`config.mk`:
```
export PLATFORM = sky130hd
export DESIGN_NAME = cpu_run_ctrl
export DESIGN_NICKNAME = d
export VERILOG_FILES = /design/src/rtl/cpu_run_ctrl.sv
export SDC_FILE = /design/constraint.sdc
export NUM_CORES = 1
export LEC_CHECK = 0
export ABC_AREA = 1
export CAP_MARGIN = 20
export CORE_MARGIN = 3
export CORE_UTILIZATION = 50
export DETAILED_ROUTE_END_ITERATION = 6
export PLACE_DENSITY = 0.78
export SYNTH_ARGS = -nofsm -noshare
export SYNTH_HDL_FRONTEND = slang
export SYNTH_SLANG_ARGS = --single-unit
```
`constraint.sdc`:
```
create_clock -name out_clk -period 2.9 [get_ports out_clk]
set_input_delay 0.435 -clock out_clk [delete_from_list [all_inputs] [get_ports out_clk]]
set_output_delay 0.435 -clock out_clk [all_outputs]
set_load 0.005 [all_outputs]
```
`src/rtl/cpu_run_ctrl.sv`:
```
// Run/step controller: produces a one-cycle cpu_ce per instruction in free-run,
// single-step or breakpoint modes. Everything runs on out_clk.
//
// state | meaning
// HALT  | idle, waiting for run switch or step request
// RUN   | free-run, one cpu_ce per RUN_DIV cycles
// STEP  | single-instruction pulse, lasts one cycle
// BREAK | stopped on a breakpoint match, bp_hit high
module cpu_run_ctrl #(
  parameter int unsigned RUN_DIV    = 50000000,
  parameter int unsigned DEB_CYCLES = 1000000,
  parameter int unsigned PC_W       = 32
) (
  input  logic            out_clk,
  input  logic            reset,
  input  logic            run_sw,
  input  logic            step_btn,
  input  logic            bp_en,
  input  logic [PC_W-1:0] bp_addr,
  input  logic [PC_W-1:0] pc,
  output logic            cpu_ce,
  output logic [1:0]      state,
  output logic            bp_hit,
  output logic [31:0]     instr_count
);

  localparam int unsigned DIV_W = (RUN_DIV > 1) ? $clog2(RUN_DIV) : 1;
  localparam int unsigned DEB_W = (DEB_CYCLES > 1) ? $clog2(DEB_CYCLES) : 1;
  localparam logic [DIV_W-1:0] DIV_LAST = DIV_W'(RUN_DIV - 1);
  localparam logic [DEB_W-1:0] DEB_LAST = DEB_W'(DEB_CYCLES - 1);

  typedef enum logic [1:0] {
    S_HALT  = 2'd0,
    S_RUN   = 2'd1,
    S_STEP  = 2'd2,
    S_BREAK = 2'd3
  } state_t;

  state_t           cur_state;
  logic             run_meta, run_s;
  logic             btn_meta, btn_s;
  logic             btn_db, btn_db_q;
  logic             step_req;
  logic [DEB_W-1:0] deb_cnt;
  logic [DIV_W-1:0] div_cnt;
  logic             tick;
  logic             bp_match;

  assign state    = cur_state;
  assign tick     = (div_cnt == DIV_LAST);
  assign bp_match = bp_en && (pc == bp_addr);

  // Synchronizers, button debounce and rising-edge step request
  always_ff @(posedge out_clk) begin
    if (reset) begin
      run_meta <= 1'b0;
      run_s    <= 1'b0;
      btn_meta <= 1'b0;
      btn_s    <= 1'b0;
      btn_db   <= 1'b0;
      btn_db_q <= 1'b0;
      deb_cnt  <= '0;
      step_req <= 1'b0;
    end else begin
      run_meta <= run_sw;
      run_s    <= run_meta;
      btn_meta <= step_btn;
      btn_s    <= btn_meta;
      if (btn_s == btn_db) begin
        deb_cnt <= '0;
      end else if (deb_cnt == DEB_LAST) begin
        btn_db  <= btn_s;
        deb_cnt <= '0;
      end else begin
        deb_cnt <= deb_cnt + 1'b1;
      end
      btn_db_q <= btn_db;
      step_req <= btn_db & ~btn_db_q;
    end
  end

  // Control FSM; cpu_ce and bp_hit are registered alongside the state
  always_ff @(posedge out_clk) begin
    if (reset) begin
      cur_state   <= S_HALT;
      cpu_ce      <= 1'b0;
      bp_hit      <= 1'b0;
      div_cnt     <= '0;
      instr_count <= '0;
    end else begin
      cpu_ce  <= 1'b0;
      bp_hit  <= 1'b0;
      div_cnt <= '0;
      if (cpu_ce) instr_count <= instr_count + 32'd1;
      case (cur_state)
        S_HALT: begin
          if (run_s) begin
            cur_state <= S_RUN;
          end else if (step_req) begin
            cur_state <= S_STEP;
            cpu_ce    <= 1'b1;
          end
        end
        S_RUN: begin
          if (!run_s) begin
            cur_state <= S_HALT;
          end else if (tick) begin
            // The instruction at bp_addr is held back, not executed
            if (bp_match) begin
              cur_state <= S_BREAK;
              bp_hit    <= 1'b1;
            end else begin
              cpu_ce <= 1'b1;
            end
          end else begin
            div_cnt <= div_cnt + 1'b1;
          end
        end
        S_STEP: begin
          cur_state <= run_s ? S_RUN : S_HALT;
        end
        S_BREAK: begin
          if (!run_s) begin
            cur_state <= S_HALT;
          end else if (step_req) begin
            cur_state <= S_STEP;
            cpu_ce    <= 1'b1;
          end else begin
            bp_hit <= 1'b1;
          end
        end
        default: cur_state <= S_HALT;
      endcase
    end
  end

endmodule
```
Word-level counts from Yosys, hierarchy flattened
Cells that the tools add are included.
{"block": "word_totals", "register_bits": 89}
{"block": "classes", "add_sub_neg": 3, "n_eq_ne": 9, "mux": 21, "bitwise_logic": 5, "reduce_logical": 6}
{"op": "adder 32 x 1 -> 32 bit, second input constant", "n": 1}
{"op": "== test 32 bit", "n": 1}
{"op": "adder 26 x 1 -> 26 bit, second input constant", "n": 1}
{"op": "== test 26 bit, second input constant", "n": 1}
{"op": "adder 20 x 1 -> 20 bit, second input constant", "n": 1}
{"op": "== test 20 bit, second input constant", "n": 1}
{"op": "two-way mux 1 bit", "n": 12}
{"op": "two-way mux 2 bit", "n": 6}
{"op": "case mux 2 bit (4 select lines)", "n": 1}
{"op": "!= test 3 bit, second input constant", "n": 2}
{"op": "== test 2 bit, second input constant", "n": 2}
{"op": "inverter 1 bit", "n": 4}
{"op": "AND reduction 2 bit", "n": 2}
{"op": "OR reduction 4 bit", "n": 1}
{"op": "case mux 1 bit (3 select lines)", "n": 1}
{"op": "OR reduction 3 bit", "n": 1}
{"op": "== test 2 x 1 -> 1 bit, second input constant", "n": 1}
{"op": "logical NOT 2 bit", "n": 1}
{"op": "case mux 1 bit (2 select lines)", "n": 1}
{"op": "bitwise AND 1 bit", "n": 1}
{"op": "== test 1 bit", "n": 1}
{"op": "logical AND 1 bit", "n": 1}

Depth between registers and ports, before layout
Gate-level depths: netlist (run 1).
{"block": "logic_depth", "depth_word": 6, "mapped_depth": 11, "ltp_nobuf": 11}

Worst setup path before layout (run 1)
Ideal clock, no wire load.
{"block": "synth_path", "path_kind": "register -> register", "start": "reg deb_cnt[0]", "end": "reg deb_cnt[12]", "path_slack_ns": 1.434, "path_stages_with_launch": 11, "setup_time_ns": 0.116, "t_required_ns": 2.784, "arrival_time_ns": 1.351, "cell_sequence": "dfxtp_1 > ha_1 > nand2_1 > nor2_1 > nand2_1 > nor2_1 > inv_2 > nor2_2 > nand2_1 > o21ai_0 > nor2_1"}
{"block": "synth_via", "elab_chain_len": 2, "elab_cells_between_ends": 3}
{"item": "from (decl)", "line": "44", "text": "logic [DEB_W-1:0] deb_cnt;"}
{"item": "from (signal assigned)", "line": "75", "text": "deb_cnt <= deb_cnt + 1'b1;"}
{"item": "parallel branches: the longest is 2 deep, another holds adder 20 x 1 -> 20 bit"}
Several ways; the timed one is not identified.
A chain may end at the register's enable or synchronous reset.

Worst setup path after layout (run 1)
{"block": "layout_path", "start": "reg cpu_ce", "end": "out cpu_ce"}
{"item": "from (decl)", "line": "21", "text": "output logic cpu_ce,"}
{"item": "from (signal assigned)", "line": "86", "text": "cpu_ce <= 1'b0;"}
{"item": "from (signal assigned)", "line": "91", "text": "cpu_ce <= 1'b0;"}
{"item": "from (signal assigned)", "line": "101", "text": "cpu_ce <= 1'b1;"}
No word-level cell between the ends.

==> run summary, run 1 <==
The final worst clock skew is 0.0135 ns, and the total standard cell area after synthesis is 5040 µm². The maximum level of the CTS H-tree is 3, and the average wire length per cell after detail routing is 12.1 µm. The flow ran to the end, and the final reports show no timing, DRC or antenna violations. IR analysis of the VDD net gives a maximum drop of 231 µV. The number of nets in the synthesized netlist is 833. The post-route netlist has 9.12% of its cells at a drive strength greater than 1.

Clock slew seen by the registers of the worst setup and hold paths: 0.09 ns. The clock buffer count from CTS is 9, and the hold violation count in the final report is 0. The synthesized design devotes to its leading area cell type 35.3% of total area.

The hold-fix buffer count after cts was 0. After synthesis, the share of flip-flops with an asynchronous set or reset is 0%. Sorting the synthesized cells by area gives the leading types as sky130_fd_sc_hd__dfxtp_1 (35%), sky130_fd_sc_hd__nand2_1 (13%), sky130_fd_sc_hd__nor2_1 (8.5%), sky130_fd_sc_hd__inv_1 (8.3%), sky130_fd_sc_hd__a21oi_1 (4.4%). The number of warnings issued by yosys was 0; the insertion delay of the later-clocked pin in the worst-skew pair was 0.36 ns. The slack of the worst reg-to-reg path is 1.11 ns, and the leakage power is 2.51 nW. The data required time at the worst endpoint came out at 2.47 ns. The starting DRC count in detailed routing is 247. The number of input and output port buffers inserted was 104. The count of antenna diodes in the layout came out at 0. Traced cell by cell, the critical path runs through clkdlybuf4s50_1. Setup repair after global routing left no endpoint under its margin. For this run, design rule violations remaining after detail routing come to 0.

The critical path's top delay family was buffers and inverters. The root buffer cell is sky130_fd_sc_hd__clkbuf_8. Across the run, the number of max-cap violations was 0.

Once detail routing completed, the nets flagged for antenna violations numbered 0. Initial antenna violation count: 0. The largest net degree at the start of global routing came out at 24. In this run the worst hold path is classified as reg2reg. Die boundary width: 106 µm. Post-synthesis cell type with the largest combined area: sky130_fd_sc_hd__dfxtp_1. The worst path uses 66.5% of the clock period. Along the worst path, the maximum fanout reaches 8. The wire-length estimate of the detail-placed layout is 9.59 mm. The final estimated routing congestion in global placement is 0.902.

Power spread over the standard cell area amounts to 359 nW/µm². The pin slew with the least headroom to its limit was 0.400 ns. Worst reg2reg path startpoint: deb_cnt[0]$_SDFF_PP0_.

In this run, synthesis produced a sequential element count of 89. The count of cell instances traversed by the critical path is 1, and the overall die height is 106 µm. The run gives 0 as the number of pins with negative max-slew slack in the final report.

The area added between synthesis and finish works out to 27.8%. Derived from the worst setup path, the maximum achievable clock frequency is 518 MHz. The total global routing overflow is 0.

The most common cell in the synthesized netlist is sky130_fd_sc_hd__nand2_1. The first detailed-routing pass took 6 iterations. The dominant synthesized flop cell is sky130_fd_sc_hd__dfxtp_1. Sort of element at the end of the critical path: an output pin. Counting distinct cell types in the post-synthesis netlist gives 44. The via count of the first global-routing pass is 4749, and the buffer levels on the longest clock path is 2.

Headroom to the max-slew limit came out at 73.2%. The total placed instance area is 6240 µm², and the mean number of vias per cell is 4.96. The worst setup path is of the reg2out kind. For the post-layout total power, the log shows 2.32 mW. The tools report the capture point of the worst path as cpu_ce. The run gives 6450 µm² as the total non-filler cell area in the finished layout. The slowest stage of the critical path belongs to the cell sky130_fd_sc_hd__clkdlybuf4s50_1. TritonCTS built the clock tree. Gates resized during post-CTS repair numbered 0. The die covers 11300 µm². In this run the count of I/O pins placed on the die edge is 105. For this block, the routed nets add up to 12.3 mm of wire. The final critical delay including setup and external delays came out at 1.93 ns. Summing the sequential cell areas from Yosys gives 35.3% of the chip area. Sorting the synthesized cells by how often they occur yields sky130_fd_sc_hd__nand2_1 (172), sky130_fd_sc_hd__nor2_1 (114), sky130_fd_sc_hd__inv_1 (112). Startpoint type of the worst setup path: a flop.

The worst register-to-register path has a depth of 10. The run gives 761 as the synthesized instance count. Across all layers, the routed design uses 5006 vias. After routing, the total negative slack on setup checks comes to 0 ns.

For the number of nets in the finished design, the log shows 944. Capturing point of the worst reg2reg path: deb_cnt[14]$_SDFF_PP0_. The core region area is 9770 µm², and the setup violation total in the final timing report is 0.

Measured on the finished design, the core utilization comes to 65.9%. The launching instance or port of the critical path is cpu_ce$_SDFF_PP0_. For the number of sinks on the clock net, the log shows 89. The average cell area after synthesis was 6.63 µm²; the post-CTS setup-driven buffer insertion count was 0.

The first global-routing pass estimated 20.7 mm of wire. The tools report the initial core utilization as 51.6%. The floorplan has 36 rows. Global routing used 22.0% of the available tracks. Data arrives at the worst endpoint at 1.49 ns. Counting flops with a built-in enable in the synthesized netlist gives 0. On the worst path, the slowest cell contributes a delay of 0.58 ns.

Critical path buffer and inverter count: 1.
## state kept, by name, indices dropped and copies added (netlist names)
name and cells:
run_meta 1, state 2, div_cnt 26, btn_db 1, cpu_ce 1, instr_count 32
bp_hit 1, btn_db_q 1, btn_meta 1, step_req 1, btn_s 1, run_s 1
deb_cnt 20
## how the worst min path moves through the flow
stage | start | slack [ns] | to | cells past startpoint
floorplan | btn_db_q$_SDFF_PP0_ | 0.37 | step_req$_SDFF_PP0_ | 1
global placement | btn_db_q$_SDFF_PP0_ | 0.38 | step_req$_SDFF_PP0_ | 1
detailed placement | btn_db_q$_SDFF_PP0_ | 0.38 | step_req$_SDFF_PP0_ | 1
CTS | btn_db_q$_SDFF_PP0_ | 0.39 | step_req$_SDFF_PP0_ | 1
global route | btn_db_q$_SDFF_PP0_ | 0.42 | step_req$_SDFF_PP0_ | 1
finish | btn_db_q$_SDFF_PP0_ | 0.39 | step_req$_SDFF_PP0_ | 1
## layout by cell type (no fill, tap or decap), types with 2 or more instances in the layout
cell type / n
sky130_fd_sc_hd__o21ai_0: 24
sky130_fd_sc_hd__nor3_1: 21
sky130_fd_sc_hd__or2_0: 4
sky130_fd_sc_hd__nand3b_1: 3
sky130_fd_sc_hd__clkbuf_8: 10
sky130_fd_sc_hd__nand2_4: 2
sky130_fd_sc_hd__nor3_2: 7
sky130_fd_sc_hd__clkdlybuf4s50_1: 104
sky130_fd_sc_hd__dfxtp_1: 89
sky130_fd_sc_hd__nor2_2: 6
sky130_fd_sc_hd__nand2_1: 172
sky130_fd_sc_hd__nor2_1: 114
sky130_fd_sc_hd__a31oi_1: 2
sky130_fd_sc_hd__nand4_1: 18
sky130_fd_sc_hd__nor2_4: 10
sky130_fd_sc_hd__o21a_1: 2
sky130_fd_sc_hd__or2_2: 2
sky130_fd_sc_hd__inv_2: 15
sky130_fd_sc_hd__nand2_2: 10
sky130_fd_sc_hd__o21ai_1: 3
sky130_fd_sc_hd__a21oi_1: 44
sky130_fd_sc_hd__xor2_1: 15
sky130_fd_sc_hd__inv_1: 112
sky130_fd_sc_hd__ha_1: 3
sky130_fd_sc_hd__nor3b_1: 5
sky130_fd_sc_hd__and3_1: 2
sky130_fd_sc_hd__inv_6: 2
sky130_fd_sc_hd__xnor2_1: 12
sky130_fd_sc_hd__buf_4: 2
sky130_fd_sc_hd__nor4_2: 2
sky130_fd_sc_hd__nand3_1: 41
sky130_fd_sc_hd__nor4_1: 2
## routing by layer
metal / up-vias / track usage [%] / share of wire, %
li1: 2621 / - / -
met1: 2224 / 26.2 / 43
met2: 141 / 39.1 / 50
met3: 20 / 5.22 / 5.9
met4: 0 / 6.85 / 1.5
met5: - / 0 / 0
## layout make-up
| cell class | count | area (µm²) |
|---|---|---|
| flip-flops and latches | 89 | 1780 |
| multi-input cells | 538 | 2750 |
| inverters | 128 | 480 |
| clock inverters | 6 | 72.6 |
| well taps | 133 | 166 |
| repair buffers | 106 | 1060 |
| fillers | 883 | 3330 |
| clock buffers | 10 | 138 |
## cells by family (layout without fill, tap and decap cells)
| group | Yosys count | count (layout) | share of synthesized area [%] |
|---|---|---|---|
| adder cells (fa/ha/maj) | 3 | 3 | 0.744 |
| XOR/XNOR | 27 | 27 | 4.69 |
| AO/OA/AOI/OAI | 80 | 80 | 8.41 |
| AND/OR/NAND/NOR | 428 | 428 | 40.7 |
| buffers and inverters | 134 | 250 | 10.1 |
| flip-flops | 89 | 89 | 35.3 |
## stage by stage
step	hold WS [ns]	setup WS [ns]	std cells
finish	0.389	0.971	1010
CTS	0.390	0.946	1010
floorplan	0.373	1.43	761
global placement	0.378	0.960	994
detailed placement	0.377	0.900	994
global route	0.421	0.897	1010
## power by group
| part | switching [mW] | leakage, nW | total, mW | internal, mW |
|---|---|---|---|---|
| registers | 0.00216 | 0.717 | 1.23 | 1.22 |
| clock network | 0.467 | 0.109 | 0.901 | 0.434 |
| logic | 0.0720 | 1.68 | 0.187 | 0.115 |
| total | 0.541 | 2.51 | 2.32 | 1.77 |
Note: power is estimated with default switching activity, not from simulation.
==> inputs of run 2 (changes only) <==
==> constraint.sdc (replaced) <==
create_clock -name out_clk -period 1.9 [get_ports out_clk]
set_input_delay 0.285 -clock out_clk [delete_from_list [all_inputs] [get_ports out_clk]]
set_output_delay 0.285 -clock out_clk [all_outputs]
set_load 0.005 [all_outputs]
==> run 2 against run 1 <==
Effect of this change:
- clock-buffer cell count is 1 lower
- sequential power up 52%
- design area increased by 0.70%
- worst hold slack better by 0.0053 ns
- worst setup slack worse by 0.82 ns
- critical path depth unchanged
- via count is 1.4% higher
- sequential share of layout area is 0.19 points lower
- core utilization rose by 0.46 points
- critical path type unchanged
- critical endpoint unchanged
==> run summary, run 2 (same netlist as run 1, synthesis figures left out) <==
The run finished with clean final reports. The initial core utilization was 51.6% (unchanged). For the data required time at the worst endpoint, the log shows 1.62 ns (was 2.47 ns). The hold-fix buffer count after cts is 0 (unchanged), and the maximum level of the CTS H-tree is 3 (unchanged). The critical path's top delay family was buffers and inverters (unchanged). The tools report the floorplan die area as 11300 µm² (unchanged). The initial antenna violation count was 0 (unchanged); the flip-flop count of the largest register, all copies and words added was 32 (unchanged). The final critical delay including setup and external delays is 1.75 ns.

Sequence of cells on the critical path: clkdlybuf4s50_1 (unchanged). The pin slew with the least headroom to its limit was 0.376 ns (was 0.400 ns). The buffer levels on the longest clock path came out at 2 (unchanged).

Startpoint type of the worst setup path: a flop (unchanged). The instance count after placement with tap cells included came out at 998 (was 994). The class of the worst hold path was reg2reg (unchanged). The logs give 0 (unchanged) for the final routed DRC violation total and 21.0 mm (was 20.7 mm) for the global-route wire length before repair. The average wire length per cell after detail routing was 12.3 µm (was 12.1 µm); the routed wire length was 12.5 mm (was 12.3 mm). Setup repair after global routing left no endpoint under its margin.

The tools report the total iterations of the first detailed-routing run as 4 (was 6). The final worst clock skew is 0.0179 ns (was 0.0135 ns), and the overall die height is 106 µm (unchanged). The data arrival time of the worst path came out at 1.46 ns (was 1.49 ns). The clock slew seen by the registers of the worst setup and hold paths was 0.10 ns (was 0.09 ns); the I/O pin count was 105 (unchanged).

The final estimated routing congestion in global placement was 0.924 (was 0.902); the area added between synthesis and finish was 28.7% (was 27.8%). For the hold violation count in the final report, the log shows 0 (unchanged). The setup violation total in the final timing report came out at 0 (unchanged). Register with the most flip-flops: instr_count (unchanged). The maximum fanout along the worst path was 8 (unchanged); the delay contributed by the slowest stage of the critical path was 0.58 ns (about the same).

The remaining max-slew budget at the tightest pin is 74.7% (was 73.2%). The number of nets in the finished design came out at 948 (was 944). The leakage power is 2.53 nW (was 2.51 nW), and the die boundary width is 106 µm (unchanged).

The run gives 9 (unchanged) as the clock buffer count from CTS. The tools report the root buffer cell as sky130_fd_sc_hd__clkbuf_8 (unchanged). The via count of the first global-routing pass is 4853 (was 4749), and the placement row count is 36 (unchanged).

Sort of element at the end of the critical path: an output pin (unchanged). The tools report the number of sinks on the clock net as 89 (unchanged). Starting DRC count in detailed routing: 200 (was 247). The kind of critical path was reg2out (unchanged).

The number of pins with negative max-slew slack in the final report was 0 (unchanged). The share of cells above drive strength 1 is 9.65% (was 9.12%), and the insertion delay of the later-clocked pin in the worst-skew pair is 0.37 ns (was 0.36 ns). Most common library cell in the layout ignoring fill and taps: sky130_fd_sc_hd__nand2_1 (unchanged). The final critical path takes up 91.9% of the cycle. Core region area: 9770 µm² (unchanged).

The total number of vias is 5077 (was 5006). Critical-path cell with the highest stage delay: sky130_fd_sc_hd__clkdlybuf4s50_1 (unchanged). The logs give 1014 (was 1010) for the final cell count without fillers and 573 MHz for the highest attainable clock frequency. For the count of antenna diodes in the layout, the log shows 0 (unchanged). The mean number of vias per cell came out at 5.01 (was 4.96). The run gives 24 (unchanged) as the largest net degree at the start of global routing. The critical path buffer and inverter count was 1 (unchanged); the global-route total usage across every layer was 22.4% (was 22.0%).

Largest registers: instr_count (32), div_cnt (26), deb_cnt (20) (unchanged). For the post-DP HPWL, the log shows 9.79 mm (was 9.59 mm). The total global routing overflow came out at 0 (unchanged). The tools report the final setup TNS as 0 ns (unchanged).

The ratio of total power to cell area is 562 nW/µm² (was 359 nW/µm²). The number of input and output port buffers inserted is 104 (unchanged). The number of routed nets with antenna violations is 0 (unchanged). The run gives 445 µV (was 231 µV) as the maximum resistive drop on vdd. The number of maximum-capacitance violations is 0 (unchanged). TritonCTS built the clock tree. Commonest cells after routing, fill and taps aside: sky130_fd_sc_hd__nand2_1 (172), sky130_fd_sc_hd__nor2_1 (114), sky130_fd_sc_hd__inv_1 (112), sky130_fd_sc_hd__clkdlybuf4s50_1 (104), sky130_fd_sc_hd__dfxtp_1 (89) (unchanged).
[run 2: cell count changes in the layout (fill, tap and decap cells not counted), sizes merged]
| cell | change |
|---|---|
| clkbuf | -1 |
| bufinv | +1 |
| clkinvlp | +1 |
| clkinv | -1 |
| buf | +4 |
[run 2: timing repair]
action	4_1_cts	5_1_grt
resized for setup	0	2
setup buffers	0	0
endpoints found under the setup margin	0	2
[run 2: where the power goes]
| part | switching (mW) | internal [mW] | total (mW) |
|---|---|---|---|
| sequential | 0.00300 | 1.87 | 1.87 |
| combinational | 0.109 | 0.178 | 0.287 |
| clock | 0.737 | 0.753 | 1.49 |
[run 2: layout make-up]
type / instances / area [µm²]
flip-flops and latches: 89 / 1780
inverters: 128 / 480
repair buffers: 110 / 1090
well taps: 133 / 166
fillers: 882 / 3280
multi-input cells: 538 / 2750
clock buffers: 9 / 124
clock inverters: 7 / 98.8
[run 2: path summary, 6_finish.rpt]
path                               from                     end  slack [ns]  cells after the start
hold / removal      btn_db_q$_SDFF_PP0_     step_req$_SDFF_PP0_        0.39                      1
setup reg to reg  deb_cnt[0]$_SDFF_PP0_  deb_cnt[14]$_SDFF_PP0_        0.22                     10
hold reg to reg     btn_db_q$_SDFF_PP0_     step_req$_SDFF_PP0_        0.39                      1
setup / recovery      cpu_ce$_SDFF_PP0_                  cpu_ce        0.15                      1
[run 2: stage by stage]
stage	hold slack, ns	setup slack, ns	utilization (%)	cell area (µm²)	power (mW)
floorplan	0.361	0.434	-	5040	2.02
global placement	0.381	0.194	64.1	6270	2.20
detailed placement	0.384	0.151	64.1	6270	2.20
CTS	0.396	0.161	66.4	6490	3.68
global route	0.428	0.00528	66.4	6490	3.79
finish	0.394	0.154	66.4	6490	3.65
[run 2: routing by layer]
metal,vias up,GRT usage [%],part of all wire (%)
met1,2305,26.9,43
met2,136,39.6,50
met4,0,7.49,0.98
met3,11,5.04,5.3
met5,-,0,0
li1,2625,-,-
==> inputs of run 3 (changes only) <==
--- a/config.mk
+++ b/config.mk
@@ -7,7 +7,7 @@
 export LEC_CHECK = 0
 export ABC_AREA = 1
 export CAP_MARGIN = 20
-export CORE_MARGIN = 3
+export CORE_MARGIN = 2
 export CORE_UTILIZATION = 50
 export DETAILED_ROUTE_END_ITERATION = 6
 export PLACE_DENSITY = 0.78
==> run 3 against run 2 <==
Effect of this change:
- global-route usage grew 0.83 points
- worst setup slack gained 0.024 ns
- clock-buffer cell count grew 1
- combinational power grew 2%
- die area shrank 3.7%
- largest cell class unchanged
==> run summary, run 3 (same netlist as run 1, synthesis figures left out) <==
The flow ran to the end, and the final reports show no timing, DRC or antenna violations. The class of the worst hold path is reg2reg (unchanged). For the routed wire length, the log shows 12.4 mm (was 12.5 mm).

Sequence of cells on the critical path: clkdlybuf4s50_1 (unchanged). The post-cts gate resize count is 0 (unchanged), and the instance count after placement with tap cells included is 997 (was 998). The total global routing overflow is 0 (unchanged). Most common library cell in the layout ignoring fill and taps: sky130_fd_sc_hd__nand2_1 (unchanged). The total iterations of the first detailed-routing run is 4 (unchanged). Setup repair after global routing left no endpoint under its margin.

Count of antenna diodes in the layout: 0 (unchanged). The leakage power was 2.51 nW (was 2.53 nW). The register with the most flip-flops was instr_count (unchanged). The tools report the launching instance or port of the critical path as cpu_ce$_SDFF_PP0_ (unchanged). Core utilization of the finished layout: 66.1% (was 66.4%). The run gives 432 µV (was 445 µV) as the maximum resistive drop on vdd.

Commonest cells after routing, fill and taps aside: sky130_fd_sc_hd__nand2_1 (172), sky130_fd_sc_hd__nor2_1 (114), sky130_fd_sc_hd__inv_1 (112), sky130_fd_sc_hd__clkdlybuf4s50_1 (104), sky130_fd_sc_hd__dfxtp_1 (89) (unchanged). The maximum level of the CTS H-tree is 3 (unchanged), and the placement row count is 36 (unchanged). The number of input and output port buffers inserted works out to 104 (unchanged).

The run gives 5053 (was 5077) as the total number of vias. The post-route fraction of the period consumed by the critical path works out to 90.6% (was 91.9%). Critical-path cell with the highest stage delay: sky130_fd_sc_hd__clkdlybuf4s50_1 (unchanged).

The largest net degree at the start of global routing is 24 (unchanged), and the initial core utilization is 51.6% (unchanged). The tools report the placement-stage worst setup slack as 0.178 ns (was 0.151 ns). Post-route worst setup slack: 0.179 ns (was 0.154 ns). The critical path's top delay family is buffers and inverters (unchanged).

The clock slew seen by the registers of the worst setup and hold paths is 0.09 ns (was 0.10 ns). Via count of the first global-routing pass: 4798 (was 4853). The number of pins with negative max-slew slack in the final report came out at 0 (unchanged).

The tools report the final cell count without fillers as 1013 (was 1014). Largest registers: instr_count (32), div_cnt (26), deb_cnt (20) (unchanged). The average wire length per cell after detail routing was 12.2 µm (was 12.3 µm); the number of maximum-capacitance violations was 0 (unchanged). Sort of element at the end of the critical path: an output pin (unchanged). The tools report the data arrival time of the worst path as 1.44 ns (was 1.46 ns). The final setup TNS was 0 ns (unchanged); the area added between synthesis and finish was 28.0% (was 28.7%). The logs give 0 (unchanged) for the final routed DRC violation total and 581 MHz (was 573 MHz) for the highest attainable clock frequency. Root buffer cell: sky130_fd_sc_hd__clkbuf_8 (unchanged).

The remaining max-slew budget at the tightest pin was 74.4% (was 74.7%); the clock buffer count from CTS was 9 (unchanged). The tools report the total non-filler cell area in the finished layout as 6460 µm² (was 6490 µm²). Core region area: 9770 µm² (unchanged).

The run gives 2 (unchanged) as the buffer levels on the longest clock path. The worst reg2reg path startpoint was div_cnt[0]$_SDFF_PP0_ (was deb_cnt[0]$_SDFF_PP0_). Hold-fix buffer count after cts: 0 (unchanged). Insertion delay of the later-clocked pin in the worst-skew pair: 0.36 ns (was 0.37 ns). Overall die height: 104 µm (was 106 µm).

The starting DRC count in detailed routing came out at 168 (was 200). The hold violation count in the final report is 0 (unchanged), and the data required time at the worst endpoint is 1.62 ns (about the same). The delay contributed by the slowest stage of the critical path is 0.57 ns (was 0.58 ns). The run gives 10900 µm² (was 11300 µm²) as the floorplan die area. The launch point of the worst hold path is btn_db_q$_SDFF_PP0_ (unchanged). For the global-route wire length before repair, the log shows 21.1 mm (was 21.0 mm).

Startpoint type of the worst setup path: a flop (unchanged). The die boundary width is 104 µm (was 106 µm). The share of cells above drive strength 1 works out to 9.43% (was 9.65%). For the number of sinks on the clock net, the log shows 89 (unchanged). The tools report the final estimated routing congestion in global placement as 0.907 (was 0.924).

The global-route total usage across every layer is 23.3% (was 22.4%). The ratio of total power to cell area is 527 nW/µm² (was 562 nW/µm²), and the critical path buffer and inverter count is 1 (unchanged). Kind of critical path: reg2out (unchanged). The initial antenna violation count is 0 (unchanged), and the final critical delay including setup and external delays is 1.72 ns (was 1.75 ns). The number of nets in the finished design came out at 947 (was 948). The mean number of vias per cell is 4.99 (was 5.01), and the number of routed nets with antenna violations is 0 (unchanged). The post-DP HPWL was 9.80 mm (was 9.79 mm). TritonCTS built the clock tree. The final worst clock skew is 0.00977 ns (was 0.0179 ns), and the number of fillers in the final layout is 870 (was 882).

The I/O pin count is 105 (unchanged). The run gives 6270 µm² (about the same) as the total placed instance area. The post-CTS setup-driven buffer insertion count was 0 (unchanged); the pin slew with the least headroom to its limit was 0.380 ns (was 0.376 ns). The tools report the setup violation total in the final timing report as 0 (unchanged). The flip-flop count of the largest register, all copies and words added is 32 (unchanged), and the maximum fanout along the worst path is 8 (unchanged).
[run 3: cell count changes in the layout (fill, tap and decap cells not counted)]
cell and delta:
sky130_fd_sc_hd__buf_4 -2, sky130_fd_sc_hd__bufinv_16 -2, sky130_fd_sc_hd__buf_12 +1, sky130_fd_sc_hd__clkbuf_8 +1, sky130_fd_sc_hd__clkinv_4 +1, sky130_fd_sc_hd__ha_1 +1
sky130_fd_sc_hd__ha_2 -1, sky130_fd_sc_hd__o21ai_0 +1, sky130_fd_sc_hd__o21ai_1 -1
[run 3: power by group]
part           leakage, nW  internal [mW]  total (mW)  switching (mW)
combinational         1.70          0.180       0.292           0.112
sequential           0.717           1.87        1.87         0.00312
clock               0.0937          0.525        1.24           0.712
[run 3: final timing paths]
check                                end  slack [ns]  cells past startpoint
setup reg to reg  div_cnt[10]$_SDFF_PP0_        0.23                     10
hold / removal       step_req$_SDFF_PP0_        0.40                      1
hold reg to reg      step_req$_SDFF_PP0_        0.40                      1
setup / recovery                  cpu_ce        0.18                      1
[run 3: per-stage QoR]
| step | power, mW | hold slack (ns) |
|---|---|---|
| 6_report | 3.40 | 0.398 |
| 5_1_grt | 3.53 | 0.414 |
| 4_1_cts | 3.44 | 0.402 |
| 3_5_place_dp | 2.21 | 0.389 |
| 3_3_place_gp | 2.20 | 0.381 |
| 2_1_floorplan | 2.02 | 0.361 |
[run 3: per-layer routing]
metal / share of wire, % / vias to the layer above / global-route usage, %
met5: 0 / - / 0
met4: 1.8 / 0 / 9.17
met3: 5.9 / 18 / 5.01
met2: 50 / 145 / 41.3
met1: 42 / 2264 / 27.2
li1: - / 2626 / -
[run 3: layout make-up]
cell class	count	area, µm²	area share, %
Timing Repair Buffer	109	1090	16.9
Sequential cell	89	1780	27.6
Clock buffer	10	138	2.13
Tap cell	133	166	2.58
Clock inverter	6	47.5	0.736
Multi-Input combinational cell	538	2750	42.6
Inverter	128	480	7.44
